## src/rtl/pinaipple_chip_emulator_pkg.sv

```systemverilog
// Shared types and geometry for the PinAIpple chip emulator.
// Latency: n/a (types only). Backpressure: n/a.
package pinaipple_chip_pkg;

    localparam int NArray     = 2;
    localparam int NRow       = 5;
    localparam int NCol       = 3;
    localparam int ProgCycles = 4;

    localparam int NumArr  = 1 << NArray;
    localparam int NumRows = 1 << NRow;
    localparam int NumCols = 1 << NCol;
    localparam int RowBits = NumArr * NumCols;

    typedef enum logic [1:0] {
        INSTR_INFER    = 2'b00,
        INSTR_READ_REG = 2'b01,
        INSTR_READ_MEM = 2'b10,
        INSTR_PROG     = 2'b11
    } instr_e;

    typedef enum logic [1:0] {
        INIT,
        IDLE,
        PROG,
        HOLD
    } emu_state_e;

    // Position of cell (array, col) inside one physical 32-bit row word.
    function automatic logic [NArray+NCol-1:0] bit_idx(input logic [NArray-1:0] arr,
                                                       input logic [NCol-1:0]   col);
        return {arr, col};
    endfunction

endpackage

```

## src/rtl/pinaipple_chip_emulator_if.sv

```systemverilog
// Chip pin bundle between the system-side driver (master) and the emulator (slave).
// Latency: n/a (wires only). Backpressure: none, pins are free-running.
interface pinaipple_chip_emulator_if;
    import pinaipple_chip_pkg::*;

    logic                    CBL;
    logic                    CBLEN;
    logic                    CSL;
    logic                    CWL;
    logic [1:0]              instructions;
    logic [NArray+NCol-1:0]  addr_col;
    logic [NRow-1:0]         addr_row;
    logic                    bit_out [NumArr];
    logic                    busy_o;

    modport master (
        output CBL, CBLEN, CSL, CWL, instructions, addr_col, addr_row,
        input  bit_out, busy_o
    );

    modport slave (
        input  CBL, CBLEN, CSL, CWL, instructions, addr_col, addr_row,
        output bit_out, busy_o
    );

endinterface

```

## src/rtl/pinaipple_chip_emulator_chip_cell_array.sv

```systemverilog
// 32 x 32-bit cell store: all four arrays side by side in one row word.
// Latency: async row read, write lands on the clock edge. Backpressure: none.
module chip_cell_array
    import pinaipple_chip_pkg::*;
(
    input  logic               clk_i,
    input  logic [NRow-1:0]    rd_row_i,
    output logic [RowBits-1:0] rd_data_o,
    input  logic               wr_en_i,
    input  logic [NRow-1:0]    wr_row_i,
    input  logic [RowBits-1:0] wr_mask_i,
    input  logic [RowBits-1:0] wr_data_i
);

    logic [RowBits-1:0] mem_q [NumRows];

    assign rd_data_o = mem_q[rd_row_i];

    always_ff @(posedge clk_i) begin
        if (wr_en_i) begin
            for (int b = 0; b < RowBits; b++) begin
                if (wr_mask_i[b]) begin
                    mem_q[wr_row_i][b] <= wr_data_i[b];
                end
            end
        end
    end

endmodule

```

## src/rtl/pinaipple_chip_emulator.sv

```systemverilog
// Chip-side responder: clear sweep, pulse-qualified programming, CSL-edge inference capture.
// Latency: bit_out registered, 1 cycle after the sampling edge. Backpressure: none; busy_o is debug only.
module pinaipple_chip_emulator
    import pinaipple_chip_pkg::*;
(
    input  logic                      clk_i,
    input  logic                      rst_i,
    pinaipple_chip_emulator_if.slave  pin
);

    emu_state_e             state_q, state_d;
    logic [NRow-1:0]        cnt_q, cnt_d;
    logic [NRow-1:0]        lat_row_q, lat_row_d;
    logic [NArray+NCol-1:0] lat_col_q, lat_col_d;
    logic                   lat_cbl_q, lat_cbl_d;
    logic                   csl_q, csl_d;
    logic                   busy_q, busy_d;
    logic [NumCols-1:0]     reg_q [NumArr];
    logic [NumCols-1:0]     reg_d [NumArr];
    logic                   bit_out_q [NumArr];
    logic                   bit_out_d [NumArr];

    logic [RowBits-1:0]     row_data;
    logic                   wr_en;
    logic [NRow-1:0]        wr_row;
    logic [RowBits-1:0]     wr_mask;
    logic [RowBits-1:0]     wr_data;

    logic [NCol-1:0]        col;
    logic                   prog_req;
    logic                   prog_match;
    logic                   infer_fire;

    assign col        = pin.addr_col[NCol-1:0];
    assign prog_req   = (pin.instructions == INSTR_PROG) && pin.CBLEN && pin.CWL;
    assign prog_match = prog_req && (pin.addr_row == lat_row_q) &&
                        (pin.addr_col == lat_col_q) && (pin.CBL == lat_cbl_q);
    assign infer_fire = (pin.instructions == INSTR_INFER) && pin.CSL && !csl_q;

    always_comb begin
        state_d   = state_q;
        cnt_d     = cnt_q;
        lat_row_d = lat_row_q;
        lat_col_d = lat_col_q;
        lat_cbl_d = lat_cbl_q;
        csl_d     = pin.CSL;
        reg_d     = reg_q;
        wr_en     = 1'b0;
        wr_row    = cnt_q;
        wr_mask   = '0;
        wr_data   = '0;

        unique case (state_q)
            INIT: begin
                wr_en   = 1'b1;
                wr_mask = '1;
                cnt_d   = cnt_q + 1'b1;
                if (cnt_q == NRow'(NumRows - 1)) begin
                    state_d = IDLE;
                end
            end
            IDLE: begin
                if (prog_req) begin
                    state_d   = PROG;
                    lat_row_d = pin.addr_row;
                    lat_col_d = pin.addr_col;
                    lat_cbl_d = pin.CBL;
                    cnt_d     = NRow'(1);
                end else if (infer_fire) begin
                    for (int k = 0; k < NumArr; k++) begin
                        reg_d[k][col] = row_data[bit_idx(NArray'(k), col)];
                    end
                end
            end
            PROG: begin
                // Any disturbance of the pulse abandons it; the commit edge is the last matching one.
                if (!prog_match) begin
                    state_d = IDLE;
                end else if (cnt_q == NRow'(ProgCycles - 1)) begin
                    wr_en   = 1'b1;
                    wr_row  = lat_row_q;
                    wr_mask = RowBits'(1) << bit_idx(lat_col_q[NCol +: NArray],
                                                     lat_col_q[NCol-1:0]);
                    wr_data = {RowBits{lat_cbl_q}};
                    state_d = HOLD;
                end else begin
                    cnt_d = cnt_q + 1'b1;
                end
            end
            HOLD: begin
                if (!pin.CWL) begin
                    state_d = IDLE;
                end
            end
        endcase

        busy_d = (state_d != IDLE);

        for (int k = 0; k < NumArr; k++) begin
            bit_out_d[k] = 1'b0;
            if (state_q != INIT) begin
                case (pin.instructions)
                    INSTR_READ_MEM: bit_out_d[k] = row_data[bit_idx(NArray'(k), col)];
                    INSTR_READ_REG: bit_out_d[k] = reg_q[k][col];
                    default:        bit_out_d[k] = 1'b0;
                endcase
            end
        end
    end

    always_ff @(posedge clk_i) begin
        if (rst_i) begin
            state_q   <= INIT;
            cnt_q     <= '0;
            lat_row_q <= '0;
            lat_col_q <= '0;
            lat_cbl_q <= 1'b0;
            csl_q     <= 1'b0;
            busy_q    <= 1'b1;
            for (int k = 0; k < NumArr; k++) begin
                reg_q[k]     <= '0;
                bit_out_q[k] <= 1'b0;
            end
        end else begin
            state_q   <= state_d;
            cnt_q     <= cnt_d;
            lat_row_q <= lat_row_d;
            lat_col_q <= lat_col_d;
            lat_cbl_q <= lat_cbl_d;
            csl_q     <= csl_d;
            busy_q    <= busy_d;
            reg_q     <= reg_d;
            bit_out_q <= bit_out_d;
        end
    end

    // A reset edge must never commit a half-finished program or clear row.
    chip_cell_array u_cells (
        .clk_i     (clk_i),
        .rd_row_i  (pin.addr_row),
        .rd_data_o (row_data),
        .wr_en_i   (wr_en && !rst_i),
        .wr_row_i  (wr_row),
        .wr_mask_i (wr_mask),
        .wr_data_i (wr_data)
    );

    assign pin.bit_out = bit_out_q;
    assign pin.busy_o  = busy_q;

endmodule

```

## src/flat_wrapper.sv

```systemverilog
// flat-port wrapper written by rule: the top's interface ports become plain ports
module pinaipple_chip_emulator_flat import pinaipple_chip_pkg::*;
  (clk_i, rst_i, pin_CBL, pin_CBLEN, pin_CSL, pin_CWL, pin_instructions, pin_addr_col, pin_addr_row, pin_bit_out, pin_busy_o);
  pinaipple_chip_emulator_if pin_i ();
  input  logic clk_i;
  input  logic rst_i;
  input wire logic [$bits(pin_i.CBL)-1:0] pin_CBL;
  input wire logic [$bits(pin_i.CBLEN)-1:0] pin_CBLEN;
  input wire logic [$bits(pin_i.CSL)-1:0] pin_CSL;
  input wire logic [$bits(pin_i.CWL)-1:0] pin_CWL;
  input wire logic [$bits(pin_i.instructions)-1:0] pin_instructions;
  input wire logic [$bits(pin_i.addr_col)-1:0] pin_addr_col;
  input wire logic [$bits(pin_i.addr_row)-1:0] pin_addr_row;
  output wire logic [$bits(pin_i.bit_out)-1:0] pin_bit_out;
  output wire logic [$bits(pin_i.busy_o)-1:0] pin_busy_o;
  assign pin_i.CBL = pin_CBL;
  assign pin_i.CBLEN = pin_CBLEN;
  assign pin_i.CSL = pin_CSL;
  assign pin_i.CWL = pin_CWL;
  assign pin_i.instructions = pin_instructions;
  assign pin_i.addr_col = pin_addr_col;
  assign pin_i.addr_row = pin_addr_row;
  assign pin_bit_out = {>>{pin_i.bit_out}};
  assign pin_busy_o = pin_i.busy_o;
  pinaipple_chip_emulator u_core (.clk_i(clk_i), .rst_i(rst_i), .pin(pin_i));
endmodule
```

## config.mk

```make
export PLATFORM = sky130hd
export DESIGN_NAME = pinaipple_chip_emulator_flat
export DESIGN_NICKNAME = d
export VERILOG_FILES = /design/src/rtl/pinaipple_chip_emulator_pkg.sv /design/src/rtl/pinaipple_chip_emulator_if.sv /design/src/rtl/pinaipple_chip_emulator_chip_cell_array.sv /design/src/rtl/pinaipple_chip_emulator.sv /design/src/flat_wrapper.sv
export SDC_FILE = /design/constraint.sdc
export NUM_CORES = 2
export LEC_CHECK = 0
export CAP_MARGIN = 10
export CORE_ASPECT_RATIO = 0.75
export CORE_MARGIN = 2
export CORE_UTILIZATION = 45
export DETAILED_ROUTE_END_ITERATION = 6
export SLEW_MARGIN = 20
export SYNTH_ARGS = -nofsm -noshare
export SYNTH_HDL_FRONTEND = slang
export SYNTH_SLANG_ARGS = --single-unit
```

## constraint.sdc

```tcl
create_clock -name clk_i -period 81.4 [get_ports clk_i]
set_clock_uncertainty 0.05 [all_clocks]
set_input_delay 16.28 -clock clk_i [delete_from_list [all_inputs] [get_ports clk_i]]
set_output_delay 16.28 -clock clk_i [all_outputs]
set_load 0.01 [all_outputs]
```

After elaboration in Yosys (flattened, before gate mapping)
Memory sizes are Yosys's and may differ from the RTL's.
Cells that the tools add are included.
Storage, ports and cells
  flip-flop bits (word level): 56
  memory bits (writable): 1024
  bits of input ports: 18
  output and inout bits: 5
  logic and storage cells: 204
  memories kept: 1
Operators by class
  add/sub/neg operators: 1
  magnitude comparators: 6
  eq/ne operators: 15
  shifts and indexed selects: 1
  mux-type cells: 144
  bitwise gates (word level): 2
  reduce and logical (&&, ||, !) cells: 19
Memories
  u_core.u_cells.mem_q: depth 32, width 32, read ports 1, clocked after memory_dff 0, wr ports 1, RTL line pinaipple_chip_emulator_chip_cell_array.sv:15  | logic [RowBits-1:0] mem_q [NumRows];
Operators by type and width (number)
  32-bit 2-to-1 mux: 5
  1-bit 2-to-1 mux: 107
  32-bit one-hot mux with 2 select lines: 1
  8-bit bitwise mux: 4
  1-bit by 5-bit << shifter with 32-bit output (first input constant): 1
  5-bit 2-to-1 mux: 6
  1-bit binary-select mux with 3-bit select: 8
  5-bit one-hot mux with 3 select lines: 1
  5-bit by 6-bit less-than comparator with 1-bit output (second input constant): 2
  5-bit equality test: 2
  2-bit 2-to-1 mux: 5
  1-bit one-hot mux with 2 select lines: 5
  1-bit logical AND: 9
  2-bit equality test (second input constant): 4
  2-bit one-hot mux with 4 select lines: 1
  3-bit by 6-bit less-than comparator with 1-bit output (second input constant): 1
  4-bit by 6-bit less-than comparator with 1-bit output (second input constant): 1
  2-bit by 1-bit inequality test with 1-bit output (second input constant): 3
  5-bit by 1-bit adder with 5-bit output (second input constant): 1
  5-bit by 2-bit equality test with 1-bit output (second input constant): 1
  5-bit equality test (second input constant): 1
  2-bit by 1-bit equality test with 1-bit output (second input constant): 2
  2-bit logical NOT: 2
  3-bit by 4-bit less-than comparator with 1-bit output (second input constant): 1
  12 further kinds: 14

Longest topological paths before layout
  depth in word-level cells: 11
  depth in mapped cells: 12
  depth with buffers taken out: 8

Hierarchy
Synthesis repeated with hierarchy kept, for this count alone.
Unflattened totals
  cells, all modules: 3898
  area total of the unflattened synthesis: 47903.4 µm²
Modules (own cells, without submodules)
  chip_cell_array: times used 1, cells an instance 3481, area an instance 44560.2 µm², seq. area each 30749.5 µm²
  pinaipple_chip_emulator: times used 1, cells an instance 417, area an instance 3343.2 µm², seq. area each 1121.1 µm²

Worst setup path after synthesis
No wires, ideal clock.
  kind: in2reg
  start: input pin_addr_row[0]
  end: memory u_core.u_cells.mem_q[0][0] (netlist name) (data pin)
  setup time: 7.767 ns
  arrival: 55.476 ns
  required time: 73.583 ns
  setup slack: 18.107 ns
  stages: 7
  path buffers: 2
  cells stage by stage: buf_4 > xor2_1 > nor4_1 > and4_1 > buf_4 > nand2_1 > nor3_1
Between the ends
  longest elaborated chain between the ends: 6
RTL lines
  start, declared: RTL line flat_wrapper.sv:13  | input wire logic [$bits(pin_i.addr_row)-1:0] pin_addr_row;
  5-bit equality test: RTL line pinaipple_chip_emulator.sv:36  | assign prog_match = prog_req && (pin.addr_row == lat_row_q) &&
  1-bit logical AND (2 in series): RTL line pinaipple_chip_emulator.sv:36
  1-bit logical AND: RTL line pinaipple_chip_emulator.sv:37  | (pin.addr_col == lat_col_q) && (pin.CBL == lat_cbl_q);
  32-bit 2-to-1 mux: RTL line pinaipple_chip_emulator.sv:77  | if (!prog_match) begin
  32-bit 2-to-1 mux: RTL line pinaipple_chip_emulator.sv:53  | unique case (state_q)
  via u_core.u_cells.wr_data_i[0]: RTL line pinaipple_chip_emulator_chip_cell_array.sv:12  | input logic [RowBits-1:0] wr_data_i
  end, declared: RTL line pinaipple_chip_emulator_chip_cell_array.sv:15
The timed path passes the listed nets, and every way through them passes these cells.

Worst setup path after layout
  start: input pin_addr_col[2]
  end: memory u_core.u_cells.mem_q[18][9] (netlist name) (data pin)
Between the ends
  longest elaborated chain between the ends: 5
RTL lines
  start, declared: RTL line flat_wrapper.sv:12  | input wire logic [$bits(pin_i.addr_col)-1:0] pin_addr_col;
  5-bit equality test: RTL line pinaipple_chip_emulator.sv:37
  1-bit logical AND: RTL line pinaipple_chip_emulator.sv:36
  1-bit logical AND: RTL line pinaipple_chip_emulator.sv:37
  32-bit 2-to-1 mux: RTL line pinaipple_chip_emulator.sv:77
  32-bit 2-to-1 mux: RTL line pinaipple_chip_emulator.sv:53
No other way between the ends.

==> results_dict.tcl <==
set metrics [dict create \
    status "finished, final reports clean" \
    dr.first_iter.drc_count 4125 \
    setup_viol 0 \
    htree_levels 3 \
    setup_tns_ns 0 \
    cts_hold_buf 0 \
    via_count 28600 \
    cp-start-kind "input port" \
    drt-wirelength-per-cell_um 26.9 \
    ant_nets 0 \
    cts_resized 0 \
    yosysSeqAreaShare_pct 67.7 \
    postCtsSetupRepairBufs 0 \
    grt_pass1_wl_um 184000 \
    postSynthAreaPerCell_um2 14.1 \
    fillers 8796 \
    diodes 0 \
    ir_drop_uv 15.4 \
    tightestPinTransition_ns 1.27 \
    drv_slew 0 \
    postLayoutCellArea_um2 51800 \
    tritoncts "yes" \
    grt_antenna_before_repair 3 \
    path_clk_slew_ns 0.06 \
    die_width_um 377 \
    max_freq_ghz 0.0466 \
    cp_data_required_time_ns 81.71 \
    hold_class "reg -> reg" \
    numPortBuffers 22 \
    final-instance-count-excl-fill 4675 \
    track_usage_pct 23.4 \
    final_cell_mix "nor2_1, edfxtp_1, mux4_2, clkbuf_16, nand2_1" \
    synth_area_um2 47000 \
    place_congestion 0.800 \
    synth.distinct_cells 63 \
    dp_cells 4487 \
    initial_core_util_pct 45.5 \
    ctsLongestPathBuffers 3 \
    synthArstFlopShare_pct 0 \
    cts_buffers 101 \
    end_kind "flop" \
    critPathMaxFanout 213 \
    rsz0062_at_grt "no" \
    period_share_pct 26.4 \
    grt_max_degree 293 \
    drcViolationCount 0 \
    post-place-ws_ns 59.25 \
    clk_latency_ns 0.69 \
    ff2ff_setup_slack_ns 75.69 \
    grt_pass1_vias 27800 \
    fin_nets 3264 \
    fp.dieH_um 284 \
    root_buffer "clkbuf_16" \
    drtPass1Iterations 7 \
    seq_area_um2 31900 \
    layout-drive-gt1-share_pct 18.0 \
    cts.sinks 1080 \
    synthesis.nets 3365 \
    cp.arrival_ns 21.78 \
    dp_hpwl_um 68000 \
    final_common_cell "nor2_1" \
    io_pins 23 \
    multi_input_area_um2 14000 \
    ys.flop_type "edfxtp_1" \
    overflow 0 \
    period_needed_ns 21.47 \
    syn_to_final_growth_pct 10.1 \
    path_class "in -> reg" \
    dpl_cell_area_um2 48500 \
    ys_seq_elements 1080 \
    max_cap_violations 0 \
    rows 102 \
    p_leak_uw 0.0188 \
    finalHoldViolCount 0 \
    core_area_um2 103000 \
    via_per_inst 6.13 \
    netlist_instances 3341 \
    yosysWarnings 0 \
    routed_wl_um 126000 \
    power_density_nw_per_um2 21.7 \
    slew-limit-headroom_pct 12.8 \
    final.setup.worst_slack_ns 59.93 \
    synth_edf_count 1024 \
    die_area_um2 107000 \
]
[layer usage]
| metal | share of wire [%] | up-vias | GRT usage (%) |
|---|---|---|---|
| met2 | 46 | 1474 | 36.1 |
| met3 | 10 | 208 | 4.39 |
| met5 | 0.010 | - | 0 |
| met4 | 2.4 | 2 | 5.84 |
| met1 | 41 | 14900 | 34.5 |
| li1 | - | 12100 | - |
[per-stage QoR]
stage               util, %  power [uW]  hold slack, ns
finish                 50.1        1120           0.451
global route           50.1        1150           0.464
CTS                    50.1        1130           0.445
detailed placement     46.9         670           0.434
global placement       46.9         669           0.414
floorplan                 -         651           0.401
[Yosys cell counts, types with 8 or more instances]
cell | number | area share, %
o21ai_1 | 32 | 0.34
clkbuf_1 | 180 | 1.4
a22oi_1 | 43 | 0.69
nand3_1 | 22 | 0.23
a21oi_1 | 41 | 0.44
edfxtp_1 | 1024 | 65
nand2_1 | 128 | 1.0
mux2_2 | 10 | 0.24
nor2_1 | 1080 | 8.6
nor3_1 | 23 | 0.24
buf_4 | 20 | 0.32
mux4_2 | 252 | 12
nand2b_1 | 16 | 0.21
nor4_1 | 20 | 0.27
dfxtp_1 | 56 | 2.4
buf_1 | 21 | 0.17
mux2i_1 | 82 | 1.7
o22ai_1 | 26 | 0.35
xor2_1 | 10 | 0.19
a211oi_1 | 22 | 0.35
o221ai_1 | 8 | 0.15
o21ai_0 | 29 | 0.31
buf_2 | 96 | 1.0
[sequential cells by signal (all words and copies together), names as in the netlist]
| signal | count |
|---|---|
| u_core.cnt_q | 5 |
| u_core.csl_q | 1 |
| u_core.lat_cbl_q | 1 |
| u_core.lat_col_q | 5 |
| u_core.lat_row_q | 5 |
| u_core.pin.bit_out | 4 |
| u_core.pin.busy_o | 1 |
| u_core.reg_q | 32 |
| u_core.state_q | 2 |
| u_core.u_cells.mem_q | 1024 |
[final cells by class]
| class | instances | share of cell area [%] |
|---|---|---|
| clock buffer | 127 | 5.27 |
| clock inverter | 59 | 0.922 |
| inverter | 7 | 0.0507 |
| multi-input combinational | 1935 | 27.0 |
| sequential | 1080 | 61.5 |
| tap | 1352 | 3.26 |
| timing repair buffer | 115 | 1.94 |
[final timing paths]
check / startpoint / end / depth (start not counted)
setup / recovery: pin_addr_col[2] / u_core.u_cells.mem_q[18][9] / 12
hold / removal: u_core.reg_q[19] / u_core.reg_q[19] / 2
setup reg to reg: u_core.lat_col_q[1] / u_core.u_cells.mem_q[18][9] / 12
hold reg to reg: u_core.reg_q[19] / u_core.reg_q[19] / 2
[worst max-delay path: stages]
cell,delay [ns]
clkdlybuf4s50_1,0.64
xor2_1,0.24
nor4_1,0.35
and4_1,0.45
nand2_1,0.16
nor3_2,0.16
buf_4,0.53
buf_12,0.35
buf_16,0.48
buf_12,0.37
buf_16,0.48
buf_6,0.76
[cell families (layout without fill, tap and decap cells)]
family | Yosys count | after routing | synth area share [%]
AOI/OAI and AO/OA | 241 | 241 | 3.40
buffers and inverters | 326 | 308 | 3.05
and+or+nand+nor | 1329 | 1329 | 11.3
adders and majority gates | 6 | 6 | 0.160
DFF | 1080 | 1080 | 67.7
muxes | 346 | 346 | 14.1
xor gates and xnor gates | 13 | 13 | 0.242
[report_power, final]
group	switching [uW]	internal (uW)
registers	0.955	602
clock network	208	257
logic	38.7	16.7
Note: power is estimated with default switching activity, not from simulation.
